## src/rtl/serial_bit_feeder.sv

```systemverilog
// serial_bit_feeder: turns WIDTH-bit words into a one-bit-per-clock stream
// for a downstream sequence detector. Words arrive over a valid/ready handshake.
// A one-word holding buffer lets consecutive words stream with no idle bit between them.
// Bit order is selected by the macro SERIAL_FEEDER_LSB_FIRST_EN:
// defined means LSB first, undefined means MSB first.
module serial_bit_feeder #(
   parameter int unsigned WIDTH    = 8,
   parameter logic        IDLE_BIT = 1'b0
) (
   input  logic             CLK,
   input  logic             RESET,
   input  logic [WIDTH-1:0] din,
   input  logic             load,
   output logic             ready,
   output logic             x,
   output logic             x_valid,
   output logic             last,
   output logic             busy
);

   localparam int unsigned    CW      = (WIDTH > 1) ? $clog2(WIDTH) : 1;
   localparam logic [CW-1:0]  CNT_TOP = CW'(WIDTH - 1);

   typedef enum logic {
      IDLE  = 1'b0,
      SHIFT = 1'b1
   } stateT;

   stateT            state, stateNext;
   logic [WIDTH-1:0] shiftReg, shiftNext;
   logic [CW-1:0]    cnt, cntNext;
   logic [WIDTH-1:0] holdBuf, holdNext;
   logic             holdFull, holdFullNext;
   logic             accept;

   // The bit that appears on x is always the head end of the shift register.
   function automatic logic headBit(input logic [WIDTH-1:0] w);
`ifdef SERIAL_FEEDER_LSB_FIRST_EN
      return w[0];
`else
      return w[WIDTH-1];
`endif
   endfunction

   // Advance the shift register so the next bit lands at the head end.
   function automatic logic [WIDTH-1:0] shiftOn(input logic [WIDTH-1:0] w);
`ifdef SERIAL_FEEDER_LSB_FIRST_EN
      return {1'b0, w[WIDTH-1:1]};
`else
      return {w[WIDTH-2:0], 1'b0};
`endif
   endfunction

   // Next-state logic: word start, bit stepping, holding-buffer fill and drain.
   always_comb begin
      accept       = load && ready;
      stateNext    = state;
      shiftNext    = shiftReg;
      cntNext      = cnt;
      holdNext     = holdBuf;
      holdFullNext = holdFull;
      case (state)
         IDLE: begin
            if (accept) begin
               shiftNext = din;
               cntNext   = CNT_TOP;
               stateNext = SHIFT;
            end
         end
         SHIFT: begin
            if (cnt == '0) begin
               if (holdFull) begin
                  shiftNext    = holdBuf;
                  cntNext      = CNT_TOP;
                  holdFullNext = 1'b0;
               end else if (accept) begin
                  shiftNext = din;
                  cntNext   = CNT_TOP;
               end else begin
                  shiftNext = '0;
                  stateNext = IDLE;
               end
            end else begin
               shiftNext = shiftOn(shiftReg);
               cntNext   = cnt - CW'(1);
               if (accept) begin
                  holdNext     = din;
                  holdFullNext = 1'b1;
               end
            end
         end
         default: begin
            stateNext = IDLE;
         end
      endcase
   end

   // State and datapath registers; the outputs are registered from next-state values.
   always_ff @(posedge CLK or negedge RESET) begin
      if (!RESET) begin
         state    <= IDLE;
         shiftReg <= '0;
         cnt      <= '0;
         holdBuf  <= '0;
         holdFull <= 1'b0;
         ready    <= 1'b1;
         x        <= IDLE_BIT;
         x_valid  <= 1'b0;
         last     <= 1'b0;
         busy     <= 1'b0;
      end else begin
         state    <= stateNext;
         shiftReg <= shiftNext;
         cnt      <= cntNext;
         holdBuf  <= holdNext;
         holdFull <= holdFullNext;
         ready    <= ~holdFullNext;
         x        <= (stateNext == SHIFT) ? headBit(shiftNext) : IDLE_BIT;
         x_valid  <= (stateNext == SHIFT);
         last     <= (stateNext == SHIFT) && (cntNext == '0);
         busy     <= (stateNext == SHIFT) || holdFullNext;
      end
   end

endmodule

```

## config.mk

```make
export PLATFORM = sky130hd
export DESIGN_NAME = serial_bit_feeder
export DESIGN_NICKNAME = d
export VERILOG_FILES = /design/src/rtl/serial_bit_feeder.sv
export SDC_FILE = /design/constraint.sdc
export NUM_CORES = 1
export LEC_CHECK = 0
export BUFFER_PORTS_ARGS = -buffer_cell sky130_fd_sc_hd__buf_4
export CORE_UTILIZATION = 42
export CTS_CLUSTER_DIAMETER = 60
export DETAILED_ROUTE_END_ITERATION = 10
export GPL_ROUTABILITY_DRIVEN = 0
export PLACE_DENSITY = 0.59
export REMOVE_ABC_BUFFERS = 1
export SYNTH_ARGS = -nofsm -noshare
export SYNTH_HDL_FRONTEND = slang
export SYNTH_SLANG_ARGS = --single-unit
export TNS_END_PERCENT = 10
```

## constraint.sdc

```tcl
create_clock -name CLK -period 3.5 [get_ports CLK]
set_input_delay 0.7 -clock CLK [delete_from_list [all_inputs] [get_ports CLK]]
set_output_delay 0.7 -clock CLK [all_outputs]
set_load 0.02 [all_outputs]
```

==> out/metrics.csv <==
metric,value,unit
status,"complete, no violations",
CTS root buf,clkbuf_4,
highest clock rate,0.473,GHz
Post-Route Skew,5.79,ps
final instance area,1300,um^2
row count,18,
largest net degree at the start of global routing,25,
crit path from,state$_DFF_PN0_,
crit-path cells,buf_4,
vias per cell,5.60,
cell count after synthesis,102,
Die Footprint,2910,um^2
number of flops mapped to enable cells by yosys,0,
TritonCTS buffer count,3,
num ports,16,
endpoints failing setup,0,
post-synth top area cell,dfrtp_1,
Total GRT Usage,0.181,
synth cell count leaders,"dfrtp_1, inv_1, mux2_2",
slowest CP cell,dfrtp_1,
"CTS clk-pin slew, worst paths",140,ps
RSZ-0062 raised after global routing,no,
die width,54.0,um
layout overhead on the synthesized area,14.9,%
most common cell in the netlist,dfrtp_1,
Slew Limit Headroom,0.514,
total number of vias,817,
initial antenna violation count,0,
Crit path buffers/inverters,1,
Synth async-reset ratio,1.00,
Synth area leaders,"dfrtp_1, mux2_2, a22oi_1, o211ai_1, inv_1",
Antenna diodes,0,
"CP delay by family, top",flip-flops,
Core Area,2520,um^2
Max-Cap Viols,0,
"Seq/Total Area, Yosys",0.530,
CP arrival,1410,ps
first-pass GRT wire length,3.68,mm
Fillers,244,
"Distinct cells, synth",29,
CTS max path bufs,2,
crit path kind,register to output pin,
DRT Wirelength,2.14,mm
vias in the first global route,798,
Synth Cell Area,1130,um^2
# clock sinks,24,
Port Buffers,15,
Final Hold Viols,0,
Final HPWL DP,1.40,mm
Initial Util,0.450,
Slowest Stage Delay on Critical Path,840,ps
Worst VDD drop,0.407,mV
area post-placement,1250,um^2
cts hold-fix bufs,0,
"antenna viol nets, final",0,
post-CTS setup buffer count,0,
CTS tree,built,
WL/cell,14.6,um
DR pass1 iterations,4,
Hold/Removal Path Class,primary input to asynchronous set/reset pin,
Leakage,0.579,nW
DR iter-0 viols,24,
synthesized area per cell,11.1,um^2
Slew @ Worst Pin,729,ps
clk_lat worst skew,320,ps
FF-to-FF setup slack,1720,ps
"Period Utilization, post-route",0.604,
Yosys reg bits,24,
top_reg_cell synth,dfrtp_1,
htree depth,1,
fin nets,130,
Tmin final,2110,ps
Chip Height,54.0,um
Yosys top cell area share,0.507,
grt ovf,0,
worst path required time,2800,ps
Worst setup EP type,output pin,
final setup TNS,0,ps
Max Slew Vio Count,0,
synth warn,0,
crit-path max FO,22,
CP startpoint kind,register,
Reg-to-Reg Start,state$_DFF_PN0_,
ratio of cells with drive above 1 in the final layout,0.259,
P per Cell Area,835,nW/um^2
DR DRC count,0,
CTS resizes,0,
## cell usage in the layout (no fill, tap or decap), types with 3 or more instances in the layout
cell       n
nand3_1    7
mux2_2     8
nand2_1    5
a22oi_1    7
clkbuf_4   3
o211ai_1   6
a21oi_1    3
o21ai_0    5
a32oi_1    3
buf_4     15
inv_1     10
nor2_1     3
dfrtp_1   23
## registers in the layout, summed over array words and instances, names as in the netlist
signal,flops
holdBuf,8
shiftReg,7
cnt,3
busy,1
holdFull,1
last,1
ready,1
state,1
x,1
## routing by layer
metal,part of all wire,track usage,up-vias,routed length (um)
met3,0.043,0.0311,4,91
li1,-,-,398,-
met5,0,0,-,0
met1,0.51,0.247,397,1090
met4,0.012,0.0769,0,25
met2,0.44,0.282,18,933
## power by group
group | internal (mW) | leakage (nW) | switching [mW]
clock network | 0.116 | 0.0279 | 0.0865
registers | 0.398 | 0.288 | 0.101
logic | 0.193 | 0.263 | 0.195
total | 0.706 | 0.579 | 0.382
## layout make-up
cell class	instances	area, um^2	share of cell area
Timing Repair Buffer	15	113	0.0864
Tap cell	30	37.5	0.0288
Clock inverter	1	30.0	0.0230
Inverter	10	37.5	0.0288
Multi-Input combinational cell	63	462	0.354
Clock buffer	3	22.5	0.0173
Sequential cell	24	602	0.462
## metrics by stage
| step | hold WS [ps] | util | setup slack (ps) | power, mW | cells |
|---|---|---|---|---|---|
| finish | 251 | 0.517 | 1390 | 1.09 | 146 |
| global route | 242 | 0.517 | 1300 | 1.18 | 146 |
| floorplan | 404 | - | 1900 | 0.771 | 97 |
| global placement | 489 | 0.496 | 1690 | 0.886 | 142 |
| detailed placement | 494 | 0.496 | 1670 | 0.895 | 142 |
| CTS | 243 | 0.517 | 1360 | 1.10 | 146 |
## cell families (layout without fill, tap and decap cells)
kind of cell	after synthesis	after routing	share of synthesized area
flip-flops	24	24	0.530
AO/OA/AOI/OAI	28	28	0.171
multiplexers	9	9	0.0882
adder cells (fa/ha/maj)	2	2	0.0220
AND/OR/NAND/NOR	24	24	0.126
buffers and inverters	15	29	0.0628
## worst register-to-register path: stages (launching register included)
cell and delay (ps):
dfrtp_1 840, inv_1 180, o21ai_1 510, o211ai_1 150
## final timing paths
| check | end | cells after the start |
|---|---|---|
| setup reg to reg | shiftReg[2]$_DFFE_PN0P_ | 3 |
| hold reg to reg | shiftReg[0]$_DFFE_PN0P_ | 2 |
| hold / removal | holdBuf[0]$_DFFE_PN0P_ | 1 |
| min in group CLK | shiftReg[0]$_DFFE_PN0P_ | 2 |
| setup / recovery | x_valid | 1 |
| max in group asynchronous | ready$_DFF_PN1_ | 1 |
No activity file was read; power rests on OpenSTA's default activity.
